`config.mk`:
```
export PLATFORM = sky130hd
export DESIGN_NAME = optical_bit_receiver_flat
export DESIGN_NICKNAME = d
export VERILOG_FILES = /design/src/rtl/optical_bit_receiver_if.sv /design/src/rtl/optical_bit_receiver.sv /design/src/flat_wrapper.sv
export SDC_FILE = /design/constraint.sdc
export NUM_CORES = 1
export LEC_CHECK = 0
export CAP_MARGIN = 20
export CORE_ASPECT_RATIO = 0.7
export CORE_MARGIN = 4
export CORE_UTILIZATION = 35
export CTS_CLUSTER_DIAMETER = 100
export DETAILED_ROUTE_END_ITERATION = 7
export HOLD_SLACK_MARGIN = 0.03
export MAX_ROUTING_LAYER = met4
export PLACE_DENSITY = 0.59
export REMOVE_ABC_BUFFERS = 1
export SYNTH_ARGS = -nofsm -noshare
export SYNTH_HDL_FRONTEND = slang
export SYNTH_SLANG_ARGS = --single-unit
```
`constraint.sdc`:
```
create_clock -name clock -period 5.2 [get_ports clock]
set_clock_uncertainty 0.1 [all_clocks]
set_input_delay 1.04 -clock clock [delete_from_list [all_inputs] [get_ports clock]]
set_output_delay 1.04 -clock clock [all_outputs]
set_load 0.005 [all_outputs]
```
`src/rtl/optical_bit_receiver_if.sv`:
```
`default_nettype none
// ============================================================================
// Module      : optical_bit_receiver_if
// Description : Signal bundle between the photodiode front end and the optical
//               bit receiver.
//                 rx_in       - comparator output toward the receiver (idle 0)
//                 data_out    - last correctly framed byte
//                 data_valid  - one-cycle pulse when data_out updates
//                 frame_error - one-cycle pulse on a bad stop bit
//                 busy        - receiver is inside a frame
//                 bit_tick    - one-cycle pulse at each data/stop sample point
//               master : drives rx_in, observes the receiver outputs
//               slave  : the receiver side
// Revision    : 1.0 - initial release
// ============================================================================
interface optical_bit_receiver_if;
    logic       rx_in;
    logic [7:0] data_out;
    logic       data_valid;
    logic       frame_error;
    logic       busy;
    logic       bit_tick;

    modport master (
        output rx_in,
        input  data_out, data_valid, frame_error, busy, bit_tick
    );

    modport slave (
        input  rx_in,
        output data_out, data_valid, frame_error, busy, bit_tick
    );
endinterface
`default_nettype wire

```
`src/rtl/optical_bit_receiver.sv`:
```
`default_nettype none
// ============================================================================
// Module      : optical_bit_receiver
// Description : Receive-side deserializer for the optical link. Oversamples
//               the photodiode comparator output and recovers framed bytes:
//               start bit (1), 8 data bits LSB first, stop bit (0).
//               Ports:
//                 clock - system clock
//                 reset - synchronous, active-high
//                 bus   - optical_bit_receiver_if.slave (rx_in in; data_out,
//                         data_valid, frame_error, busy, bit_tick out)
//               Parameters:
//                 BIT_CYCLES - clocks per bit
//                 HALF_BIT   - clocks from start edge to start-bit centre
//                 RESYNC     - 1 = realign the bit counter on line transitions
// Revision    : 1.0 - initial release
// ============================================================================
module optical_bit_receiver #(
    parameter int BIT_CYCLES = 216,
    parameter int HALF_BIT   = 108,
    parameter bit RESYNC     = 1'b1
) (
    input  wire logic             clock,
    input  wire logic             reset,
    optical_bit_receiver_if.slave bus
);

    localparam int                c_CW          = $clog2(BIT_CYCLES);
    localparam logic [c_CW-1:0]   c_BIT_LAST    = c_CW'(BIT_CYCLES - 1);
    localparam logic [c_CW-1:0]   c_HALF_LAST   = c_CW'(HALF_BIT - 1);
    // Loading this value on an edge places the next sample HALF_BIT clocks later.
    localparam logic [c_CW-1:0]   c_RESYNC_LOAD = c_CW'(BIT_CYCLES - HALF_BIT);

    typedef enum logic [1:0] {
        S_IDLE  = 2'd0,
        S_START = 2'd1,
        S_DATA  = 2'd2,
        S_STOP  = 2'd3
    } state_t;

    state_t          r_state;
    logic [c_CW-1:0] r_count;
    logic [2:0]      r_index;
    logic [7:0]      r_shift;
    logic [7:0]      r_data_out;
    logic            r_data_valid;
    logic            r_frame_error;
    logic            r_bit_tick;

    // Two-flop synchronizer plus one delayed copy for edge detection.
    logic            r_rx_meta;
    logic            r_rx_s;
    logic            r_rx_d;

    logic            w_rise;
    logic            w_resync_edge;

    assign w_rise = r_rx_s & ~r_rx_d;

    generate
        if (RESYNC) begin : g_resync
            assign w_resync_edge = r_rx_s ^ r_rx_d;
        end else begin : g_no_resync
            assign w_resync_edge = 1'b0;
        end
    endgenerate

    always_ff @(posedge clock) begin
        if (reset) begin
            r_rx_meta     <= 1'b0;
            r_rx_s        <= 1'b0;
            r_rx_d        <= 1'b0;
            r_state       <= S_IDLE;
            r_count       <= '0;
            r_index       <= '0;
            r_shift       <= '0;
            r_data_out    <= '0;
            r_data_valid  <= 1'b0;
            r_frame_error <= 1'b0;
            r_bit_tick    <= 1'b0;
        end else begin
            r_rx_meta     <= bus.rx_in;
            r_rx_s        <= r_rx_meta;
            r_rx_d        <= r_rx_s;
            r_data_valid  <= 1'b0;
            r_frame_error <= 1'b0;
            r_bit_tick    <= 1'b0;

            case (r_state)
                S_IDLE: begin
                    // Edge-triggered so a line stuck high never retriggers.
                    if (w_rise) begin
                        r_state <= S_START;
                        r_count <= '0;
                    end
                end

                S_START: begin
                    if (!r_rx_s) begin
                        // Start bit too short: treat as a glitch.
                        r_state <= S_IDLE;
                        r_count <= '0;
                    end else if (r_count == c_HALF_LAST) begin
                        r_state <= S_DATA;
                        r_count <= '0;
                        r_index <= '0;
                    end else begin
                        r_count <= r_count + 1'b1;
                    end
                end

                S_DATA: begin
                    // The sample point wins over a coincident resync edge.
                    if (r_count == c_BIT_LAST) begin
                        r_shift[r_index] <= r_rx_s;
                        r_bit_tick       <= 1'b1;
                        r_count          <= '0;
                        if (r_index == 3'd7) begin
                            r_state <= S_STOP;
                        end else begin
                            r_index <= r_index + 1'b1;
                        end
                    end else if (w_resync_edge) begin
                        r_count <= c_RESYNC_LOAD;
                    end else begin
                        r_count <= r_count + 1'b1;
                    end
                end

                S_STOP: begin
                    if (r_count == c_BIT_LAST) begin
                        r_bit_tick <= 1'b1;
                        r_count    <= '0;
                        r_state    <= S_IDLE;
                        if (r_rx_s) begin
                            r_frame_error <= 1'b1;
                        end else begin
                            r_data_out   <= r_shift;
                            r_data_valid <= 1'b1;
                        end
                    end else if (w_resync_edge) begin
                        r_count <= c_RESYNC_LOAD;
                    end else begin
                        r_count <= r_count + 1'b1;
                    end
                end

                default: begin
                    r_state <= S_IDLE;
                    r_count <= '0;
                end
            endcase
        end
    end

    assign bus.data_out    = r_data_out;
    assign bus.data_valid  = r_data_valid;
    assign bus.frame_error = r_frame_error;
    assign bus.bit_tick    = r_bit_tick;
    assign bus.busy        = (r_state != S_IDLE);

endmodule
`default_nettype wire

```
`src/flat_wrapper.sv`:
```
// flat-port wrapper written by rule: the top's interface ports become plain ports
module optical_bit_receiver_flat 
#(
    parameter int BIT_CYCLES = 216,
    parameter int HALF_BIT   = 108,
    parameter bit RESYNC     = 1'b1
)
  (clock, reset, bus_rx_in, bus_data_out, bus_data_valid, bus_frame_error, bus_busy, bus_bit_tick);
  optical_bit_receiver_if bus_i ();
  input  wire logic clock;
  input  wire logic reset;
  input wire logic [$bits(bus_i.rx_in)-1:0] bus_rx_in;
  output wire logic [$bits(bus_i.data_out)-1:0] bus_data_out;
  output wire logic [$bits(bus_i.data_valid)-1:0] bus_data_valid;
  output wire logic [$bits(bus_i.frame_error)-1:0] bus_frame_error;
  output wire logic [$bits(bus_i.busy)-1:0] bus_busy;
  output wire logic [$bits(bus_i.bit_tick)-1:0] bus_bit_tick;
  assign bus_i.rx_in = bus_rx_in;
  assign bus_data_out = bus_i.data_out;
  assign bus_data_valid = bus_i.data_valid;
  assign bus_frame_error = bus_i.frame_error;
  assign bus_busy = bus_i.busy;
  assign bus_bit_tick = bus_i.bit_tick;
  optical_bit_receiver #(.BIT_CYCLES(BIT_CYCLES), .HALF_BIT(HALF_BIT), .RESYNC(RESYNC)) u_core (.clock(clock), .reset(reset), .bus(bus_i));
endmodule
```
After elaboration in Yosys (flattened, before gate mapping). Cells that the tools add are included.

Output and inout port bits: 12. Word-level logic and storage cells: 71. Input port bits: 3. Bits in registers: 35.

Add/subtract/negate cells: 2. Bitwise gates (word level): 7. Reductions and logical operators: 11. Order comparisons: 2. Eq/ne operators: 14. Mux-type cells: 24.

Operators with widths (count): $mux W8 (5); $pmux W8 S3 (1); $mux W2 (6); $mux W3 (4); $ne A2 B1 Y1 const B (6); $reduce_and A5 Y1 (2); $add A8 B1 Y8 const B (1); $bwmux W8 (1); $eq A8 B7 Y1 const B (1); $eq A8 B8 Y1 const B (1); $pmux W2 S4 (1); $pmux W3 S2 (1); $not A1 Y1 (5); $eq A2 B2 Y1 const B (2); $lt A3 B4 Y1 const B (1); $mux W1 (4); $reduce_bool A2 Y1 (2); $reduce_or A2 Y1 (2); $add A3 B1 Y3 const B (1); $demux W1 S3 (1); $eq A3 B3 Y1 const B (1); $ge A3 B1 Y1 const B (1); $ne A3 B3 Y1 const B (1); $reduce_and A3 Y1 (1); other kinds (8) (8).

Depth between registers and ports, before layout. Gate-level depths: netlist (run 1).

Depth in word-level cells: 5. Depth in mapped cells: 8. Depth with buffers taken out: 7.

Worst setup path after synthesis (run 1). Ideal clock, no wire load.

Path type: reg2reg. From: register u_core.r_count[0]. To: register u_core.r_count[2]. Period minus slack after synthesis: 1.929 ns. Cell stages (with the launch flop): 8. Path buffers: 1. Setup time: 0.086 ns. Arrival time: 1.743 ns. Slack: 3.271 ns. Path through: dfxtp_1 > ha_1 > and4b_1 > and3_1 > buf_6 > o21a_4 > o31a_1 > a221oi_2.

Word-level cells in the longest chain between the ends: 4. Elaborated cells on any way between the ends: 8.

RTL lines: start: declaration (line optical_bit_receiver.sv:42) `logic [c_CW-1:0] r_count;`; start signal: assignment (line optical_bit_receiver.sv:108) `r_count <= r_count + 1'b1;`; start signal: assignment (line optical_bit_receiver.sv:124) `r_count <= c_RESYNC_LOAD;`; start signal: assignment (line optical_bit_receiver.sv:126) `r_count <= r_count + 1'b1;`; $add A8 B1 Y8 / $eq A8 B7 Y1 (equally long branches); $mux W8, on equally long branches (line optical_bit_receiver.sv:123, optical_bit_receiver.sv:141, optical_bit_receiver.sv:103); $mux W8, on equally long branches (line optical_bit_receiver.sv:131, optical_bit_receiver.sv:99); $pmux W8 S3 (*) (line optical_bit_receiver.sv:89) `case (r_state)`.

Mark *: on every way between the ends. The rest lies on a longest branch, timed or not. A chain may end at the register's enable or synchronous reset.

Worst setup path after layout (run 1).
From: register u_core.r_state[0]. To: output bus_busy.

Word-level cells in the longest chain between the ends: 1.

RTL lines: start: declaration (line optical_bit_receiver.sv:41) `state_t r_state;`; start signal: assignment (line optical_bit_receiver.sv:73) `r_state <= S_IDLE;`; start signal: assignment (line optical_bit_receiver.sv:93) `r_state <= S_START;`; start signal: assignment (line optical_bit_receiver.sv:101) `r_state <= S_IDLE;`; $reduce_bool A2 Y1 (line optical_bit_receiver.sv:160) `assign bus.busy = (r_state != S_IDLE);`; end: declaration (line flat_wrapper.sv:16) `output wire logic [$bits(bus_i.busy)-1:0] bus_busy;`.

Every way passes these cells.

==> impl_metrics.ini, run 1 <==
[layout]
layout-drive-gt1-share = 0.0569
syn_to_final_growth_pct = 15.1
antenna-diode-count = 0
nets = 224

[placed_design]
place_worst_setup_slack_ns = 2.79
place.port_buffers = 14
place.detailed.hpwl_mm = 2.44
gp_routability_congestion = 0.824

[setup_path]
crit_fanout = 6
timing_worst_setup_path_type = reg -> out
worst-endpoint-arrival_ns = 1.57
timing.critical_path.required_ns = 4.06
crit_path_start_kind = flop
ff2ff_setup_slack_ns = 2.90
worstSetupEndpointType = primary output

[routing]
ratio_of_routed_vias_to_standard_cells = 4.83
detail_route.iter0.violations = 30
drt_drc_violations_left = 0
drt-wirelength-per-cell_um = 12.2
total_via_count_in_the_routed_design = 1351
detailed_route_wire_length_mm = 3.42
detailedRoute.firstPassIterationCount = 4
antenna_left = 0

[timing]
timing_hold_violations_final = 0
final_critical_path_setup_slack_ns = 2.49
tightest_slew_margin_relative_to_the_limit = 0.447
timing.final.max_slew_violations = 0
tightest_slew_ns = 0.828
grt_setup_unrepaired = false
post-route-period-util = 0.522
layout_min_cycle_time_ns = 2.71
finalSetupViolCount = 0
timing.fmax_ghz = 0.369
tns_ns = 0

[yosys]
synth-main-ff-cell = dfxtp_1
post_synth_num_cell_types = 40
synthCells = 200
synth_edf_count = 0
syn_area_per_cell_um2 = 8.66
asyncSetResetFlopFracSynth = 0
yosysTopAreaCell = dfxtp_1
ys_top_cells_by_area = dfxtp_1 40%, ha_1 7.2%, nand2_1 6.9%, mux2i_1 5.8%, a21oi_1 3.8%
seq_area_frac_synth = 0.404
cell_area_after_technology_mapping_mm2 = 0.00173
yosysTopAreaCellShare = 0.404
ys_seq_elements = 35
synthesis.yosys.warnings = 0

[floorplanning]
core.rowCount = 21
floorplan.initialDensity = 0.362
top_level_ports = 15
die_width_um = 92.1
design.core.area_mm2 = 0.00478
floorplan.die.height_um = 66.9
design.die.area_mm2 = 0.00616

[power_and_ir_drop]
power.internal_mw = 0.387
p_leak_nw = 0.702
max-vdd-ir-drop_mv = 0.116
power.clock.fraction = 0.393
share_seq_of_total_power = 0.539
comb_power_share = 0.068
total_switching_power_mw = 0.121
switching_share = 0.238
p_per_area_mw_per_mm2 = 255

[cts]
cts_max_level = 2
post-cts-setup-buffer-count = 0
tritoncts.num_buffers = 5
postCtsResizedCells = 0
postCtsHoldBufs = 0
ctsLongestPathBuffers = 2
cts_tree = yes
clk_root_buffer_cell = clkbuf_8
clk_latency_ns = 0.28
cts.reportedPaths.clkPinSlew_ns = 0.07
clock_sink_count = 35

[global_routing]
antenna_found_initial = 0
grt_start_max_net_pins = 36
grt.overflow.total = 0
wire_length_of_the_first_global_routing_pass_mm = 6.11
track_usage = 0.130
grt_pass1_vias = 1301

[hold_path]
hold_path.class = reg -> reg

[job]
max_cap_violations = 0

[run_status]
run_status = finished clean
sequential cells by signal (all words and copies together) (netlist names), named ones only:
| signal | flops |
|---|---|
| u_core.bus.data_valid | 1 |
| u_core.r_count | 8 |
| u_core.r_rx_meta | 1 |
| u_core.r_index | 3 |
| u_core.bus.data_out | 8 |
| u_core.r_shift | 8 |
| u_core.r_rx_s | 1 |
| u_core.r_rx_d | 1 |
| u_core.bus.frame_error | 1 |
| u_core.bus.bit_tick | 1 |
| u_core.r_state | 1 |
layout make-up:
| class | instances | area, µm² |
|---|---|---|
| Fill cell | 504 | 2790 |
| Multi-Input combinational cell | 146 | 942 |
| Sequential cell | 35 | 701 |
| Timing Repair Buffer | 15 | 148 |
| Tap cell | 69 | 86.3 |
| Clock buffer | 6 | 82.6 |
| Inverter | 8 | 30.0 |
| Clock inverter | 1 | 5.00 |
final timing paths:
| check | start | end | cells past startpoint |
|---|---|---|---|
| worst max-delay path | u_core.r_state[0]$_SDFFE_PP0P_ | bus_busy | 4 |
| worst min-delay path | u_core.r_rx_meta$_SDFF_PP0_ | u_core.r_rx_s$_SDFF_PP0_ | 1 |
| worst max register to register | u_core.r_state[0]$_SDFFE_PP0P_ | u_core.r_count[1]$_SDFFE_PP0N_ | 7 |
| worst min register to register | u_core.r_rx_meta$_SDFF_PP0_ | u_core.r_rx_s$_SDFF_PP0_ | 1 |
cell families after synthesis:
kind of cell               count (synthesis)  synth area share
AOI/OAI and AO/OA                         31             0.126
xor gates and xnor gates                   5            0.0253
adders and majority gates                 10            0.0722
buffers and inverters                     19            0.0520
DFF                                       35             0.404
muxes                                     10            0.0578
and+or+nand+nor                           90             0.262
stage by stage:
stage	util	hold slack (ns)	area (µm²)	power, mW	std cells
6_report	0.417	0.338	1990	0.508	280
3_5_place_dp	0.399	0.325	1910	0.315	273
5_1_grt	0.417	0.367	1990	0.531	280
4_1_cts	0.417	0.340	1990	0.514	280
2_1_floorplan	-	0.314	1670	0.299	189
3_3_place_gp	0.399	0.319	1910	0.315	273
metal layers:
metal / track usage / vias up / share of wire
li1: - / 717 / -
met1: 0.178 / 607 / 0.57
met2: 0.181 / 20 / 0.37
met3: 0.0350 / 7 / 0.040
met4: 0.0556 / 0 / 0.018
met5: - / - / 0
power by group through the flow:
stage               logic, mW  clock network, mW  registers, mW
CTS                    0.0353              0.205          0.274
global route           0.0399              0.217          0.274
global placement       0.0351                  0          0.280
floorplan              0.0201                  0          0.279
detailed placement     0.0351                  0          0.280
finish                 0.0347              0.199          0.274
critical path: stages (launching register included):
cell	delay [ns]
dfxtp_1	0.43
inv_1	0.11
ha_1	0.22
inv_1	0.05
clkdlybuf4s50_1	0.48
cell usage after synthesis (3+ instances only):
cell,n
or3_1,4
xnor2_1,5
nand2_1,32
nand3_1,8
nor3_1,6
a21oi_1,13
o21ai_0,3
mux2i_1,10
nor2b_1,6
dfxtp_1,35
nor2_1,16
ha_1,10
clkbuf_1,6
and3_1,4
inv_1,8
a22oi_1,3
layout by cell type, fill, tap and decap left out, types with 2 or more instances in the layout:
| cell | instances |
|---|---|
| a21oi_1 | 13 |
| a22oi_1 | 3 |
| a31oi_1 | 2 |
| and3_1 | 4 |
| clkbuf_8 | 6 |
| clkdlybuf4s50_1 | 14 |
| dfxtp_1 | 35 |
| ha_1 | 10 |
| inv_1 | 8 |
| mux2i_1 | 10 |
| nand2_1 | 32 |
| nand3_1 | 8 |
| nand4b_1 | 2 |
| nor2_1 | 16 |
| nor2b_1 | 6 |
| nor3_1 | 6 |
| o21ai_0 | 3 |
| o22ai_1 | 2 |
| o41ai_1 | 2 |
| or2_0 | 2 |
| or3_1 | 4 |
| xnor2_1 | 5 |
(Power assumes the default switching activity.)
==> inputs of run 2 (changes only) <==
Clock period 5.2 ns to 2.7 ns, I/O delays scaled along.
==> run 2 against run 1 <==
Net effect:
- hold slack gained 0.0028 ns
- power rose by 110%
- combinational power increased by 120%
- register-to-register slack worse by 2.4 ns
- cell count grew 1.1%
- critical path type unchanged
- largest power group unchanged
==> impl_metrics.ini, run 2 (synthesis results as in run 1) <==
[setup_path]
worstSetupEndpointType = primary output
crit_slowest_cell = clkdlybuf4s50_1
timing.critical_path.required_ns = 2.06
cp_cell_sequence = inv_1 > ha_1 > inv_1 > clkdlybuf4s50_1
timing.critical_path.mode_cell = inv_1
crit_path_start_kind = flop
timing_worst_setup_path_type = reg -> out
worst-endpoint-arrival_ns = 1.61
cpLargestDelayFamily = buffers and inverters
crit_path_max_incr_delay_ns = 0.50
timing.critical_path.buf_inv = 3
crit_fanout = 6

[routing]
antenna_left = 0
drt_drc_violations_left = 0
drt-wirelength-per-cell_um = 12.8
detail_route.iter0.violations = 106
ratio_of_routed_vias_to_standard_cells = 4.78
detailed_route_wire_length_mm = 3.64
detailedRoute.firstPassIterationCount = 4
total_via_count_in_the_routed_design = 1354

[floorplanning]
design.core.area_mm2 = 0.00478
die_width_um = 92.1
floorplan.initialDensity = 0.362
core.rowCount = 21
top_level_ports = 15
design.die.area_mm2 = 0.00616
floorplan.die.height_um = 66.9

[power_and_ir_drop]
max-vdd-ir-drop_mv = 0.173
post-layout-total-power_mw = 1.05
p_leak_nw = 0.721
p_per_area_mw_per_mm2 = 517

[cts]
post-cts-setup-buffer-count = 0
clock_sink_count = 35
clk_latency_ns = 0.28
postCtsHoldBufs = 0
tritoncts.num_buffers = 5
cts_max_level = 2
cts.reportedPaths.clkPinSlew_ns = 0.07
cts_tree = yes
clk_root_buffer_cell = clkbuf_8
ctsLongestPathBuffers = 2
postCtsResizedCells = 0

[job]
max_cap_violations = 0

[layout]
layout-drive-gt1-share = 0.0654
antenna-diode-count = 0
nets = 227
finalNonFillerCells = 283
layout.cell_area.non_filler_mm2 = 0.00203
syn_to_final_growth_pct = 17.3
multi_input_area_um2 = 942
num-fill-cells = 504
utilization = 0.425
final_common_cell = dfxtp_1
mostFrequentLayoutCells = 35 x dfxtp_1, 32 x nand2_1, 16 x nor2_1, 14 x clkdlybuf4s50_1, 13 x a21oi_1
layout.area.seq_um2 = 701

[placed_design]
place.detailed.hpwl_mm = 2.68
placed_cells_incl_taps = 276
instance_area_at_placement_mm2 = 0.00193
gp_routability_congestion = 0.860
place.port_buffers = 14

[timing]
post-route-period-util = 0.834
timing.final.max_slew_violations = 0
timing_hold_violations_final = 0
tightest_slew_ns = 0.778
grt_setup_unrepaired = false
finalSetupViolCount = 0
tns_ns = 0
timing.fmax_ghz = 0.444
tightest_slew_margin_relative_to_the_limit = 0.480
layout_min_cycle_time_ns = 2.25

[global_routing]
grt_start_max_net_pins = 16
wire_length_of_the_first_global_routing_pass_mm = 6.10
grt_pass1_vias = 1239
grt.overflow.total = 0
track_usage = 0.130
antenna_found_initial = 0

[hold_path]
hold_path.class = reg -> reg

[run_status]
run_status = finished clean
[run 2: cell types whose count changed in the layout (fill, tap and decap cells not counted)]
| cell | delta |
|---|---|
| buf_4 | +3 |
| bufinv_16 | +1 |
| clkbuf_1 | +1 |
| clkbuf_8 | -1 |
| clkinv_2 | -1 |
[run 2: area by class of cell]
cell class	instances	share of cell area
inverter	8	0.0148
sequential	35	0.345
multi-input combinational	146	0.464
tap	69	0.0425
clock buffer	6	0.0357
clock inverter	1	0.0148
timing repair buffer	18	0.0837
[run 2: stage by stage]
step / worst slack (ns) / hold slack [ns]
finish: 0.449 / 0.341
global route: 0.288 / 0.356
CTS: 0.420 / 0.345
detailed placement: 0.444 / 0.328
global placement: 0.530 / 0.336
floorplan: 0.762 / 0.314
[run 2: worst paths after layout]
| path | from | end | slack (ns) | cells past startpoint |
|---|---|---|---|---|
| setup reg to reg | u_core.r_state[0]$_SDFFE_PP0P_ | u_core.r_count[0]$_SDFFE_PP0N_ | 0.46 | 7 |
| setup / recovery | u_core.r_state[0]$_SDFFE_PP0P_ | bus_busy | 0.45 | 4 |
| hold / removal | u_core.r_rx_meta$_SDFF_PP0_ | u_core.r_rx_s$_SDFF_PP0_ | 0.34 | 1 |
| hold reg to reg | u_core.r_rx_meta$_SDFF_PP0_ | u_core.r_rx_s$_SDFF_PP0_ | 0.34 | 1 |
[run 2: per-layer routing]
| metal | global-route usage | vias to the layer above | part of all wire |
|---|---|---|---|
| li1 | - | 730 | - |
| met1 | 0.194 | 593 | 0.59 |
| met2 | 0.167 | 26 | 0.36 |
| met3 | 0.0339 | 5 | 0.043 |
| met4 | 0.0389 | 0 | 0.012 |
| met5 | - | - | 0 |
[run 2: where the power goes]
group	internal, mW	switching [mW]	leakage [nW]
clock network	0.270	0.179	0.0513
logic	0.0281	0.0473	0.387
registers	0.521	0.00510	0.283
total	0.819	0.232	0.721
==> inputs of run 3 (changes only) <==
Settings changed: PLACE_DENSITY 0.59 to 0.61.
Clock period 2.7 ns to 1.9 ns, I/O delays scaled along.
==> run 3 against run 2 <==
Net effect:
- flip-flop and latch count did not move
- final area up 15%
- register-to-register slack got worse by 0.38 ns
- count of clock-buffer cells in the layout fell by 1
- core utilization up 6.5 points
- sequential share of layout area is 4.4 points lower
- worst setup slack worse by 0.37 ns
- die area did not move
- hold slack improved by 0.0032 ns
- sequential power grew 41%
- non-clock buffer count grew 26
- critical endpoint is now u_core.r_count[0]$_SDFFE_PP0N_
- largest power group unchanged
==> impl_metrics.ini, run 3 (synthesis results as in run 1) <==
[hold_path]
hold_path.class = reg -> reg
worst_hold_path_cells = 1

[layout]
final_common_cell = nand2_1
nets = 253
mostFrequentLayoutCells = 32 x nand2_1, 31 x dfxtp_1, 30 x buf_4, 15 x nor2_1
layout.cell_area.non_filler_mm2 = 0.00234
layout-drive-gt1-share = 0.270
syn_to_final_growth_pct = 35.2
antenna-diode-count = 0
num-fill-cells = 492

[placed_design]
instance_area_at_placement_mm2 = 0.00212
place.port_buffers = 14
place_worst_setup_slack_ns = -0.0572
gp_routability_congestion = 0.829
place.detailed.hpwl_mm = 2.96

[routing]
detailedRoute.firstPassIterationCount = 4
total_via_count_in_the_routed_design = 1505
drt_drc_violations_left = 0
drt-wirelength-per-cell_um = 12.7
antenna_left = 0
detail_route.iter0.violations = 117
detailed_route_wire_length_mm = 3.93
ratio_of_routed_vias_to_standard_cells = 4.85

[power_and_ir_drop]
max-vdd-ir-drop_mv = 0.379
post-layout-total-power_mw = 1.56
p_per_area_mw_per_mm2 = 667
p_leak_nw = 0.868

[floorplanning]
design.core.area_mm2 = 0.00478
top_level_ports = 15
floorplan.initialDensity = 0.362
core.rowCount = 21
die_width_um = 92.1
floorplan.die.height_um = 66.9
design.die.area_mm2 = 0.00616

[setup_path]
worst-endpoint-arrival_ns = 1.94
crit_path_start_kind = flop
crit_fanout = 4
worstSetupEndpointType = flop
timing_worst_setup_path_type = reg -> reg
worst_r2r_path_depth = 7
timing.critical_path.required_ns = 2.02

[run_status]
run_status = finished clean

[global_routing]
wire_length_of_the_first_global_routing_pass_mm = 6.56
grt.overflow.total = 0
track_usage = 0.141
grt_start_max_net_pins = 14
antenna_found_initial = 0
grt_pass1_vias = 1349

[cts]
clock_sink_count = 35
clk_root_buffer_cell = clkbuf_8
cts_max_level = 2
ctsLongestPathBuffers = 2
cts.reportedPaths.clkPinSlew_ns = 0.07
clk_latency_ns = 0.29
tritoncts.num_buffers = 5
cts_tree = yes

[timing]
tightest_slew_ns = 0.395
layout_min_cycle_time_ns = 1.82
timing.fmax_ghz = 0.548
post-route-period-util = 0.960
tns_ns = 0
timing_hold_violations_final = 0
finalSetupViolCount = 0
tightest_slew_margin_relative_to_the_limit = 0.733
timing.final.max_slew_violations = 0
final_critical_path_setup_slack_ns = 0.0766
hold_ws_ns = 0.344
grt_setup_unrepaired = true

[job]
max_cap_violations = 0
[run 3: final timing paths]
check,from,to,slack (ns)
worst max-delay path,u_core.r_state[0]$_SDFFE_PP0P_,u_core.r_count[0]$_SDFFE_PP0N_,0.08
worst min-delay path,u_core.r_rx_meta$_SDFF_PP0_,u_core.r_rx_s$_SDFF_PP0_,0.34
worst max register to register,u_core.r_state[0]$_SDFFE_PP0P_,u_core.r_count[0]$_SDFFE_PP0N_,0.08
worst min register to register,u_core.r_rx_meta$_SDFF_PP0_,u_core.r_rx_s$_SDFF_PP0_,0.34
[run 3: worst max-delay path, stage by stage, from the launching register on]
cell and delay [ns]:
dfxtp_2 0.32, inv_1 0.10, ha_2 0.23, nor2_2 0.07, or4b_1 0.51, o22ai_2 0.20, mux2i_1 0.11, nor2_1 0.11
[run 3: where the power goes]
part / leakage [nW] / switching, mW / total [mW] / internal (mW)
logic: 0.526 / 0.0811 / 0.150 / 0.0684
clock network: 0.0581 / 0.279 / 0.670 / 0.391
registers: 0.284 / 0.00296 / 0.743 / 0.740
[run 3: per-stage QoR]
stage	std cells	utilization
after floorplan	189	-
after global placement	301	0.443
after detailed placement	301	0.443
after CTS	310	0.472
after global routing	310	0.490
final	310	0.490
[run 3: final cells by class]
| type | count | area (µm²) | share of cell area |
|---|---|---|---|
| clock inverters | 3 | 43.8 | 0.0187 |
| clock buffers | 5 | 68.8 | 0.0294 |
| flip-flops and latches | 35 | 706 | 0.301 |
| inverters | 8 | 30.0 | 0.0128 |
| multi-input cells | 146 | 1040 | 0.446 |
| repair buffers | 44 | 364 | 0.155 |
| well taps | 69 | 86.3 | 0.0368 |
[run 3: routing by layer]
layer	GRT usage	share of wire
met1	0.205	0.54
met4	0.0444	0.0099
met2	0.184	0.38
met3	0.0418	0.068
met5	-	0
[run 3: timing repair]
item,in CTS,in global routing
hold endpoints to repair,0,0
setup endpoints to repair,19,27
setup buffers,1,0
pin swaps,2,8
hold buffers,0,0
resized for setup,8,21
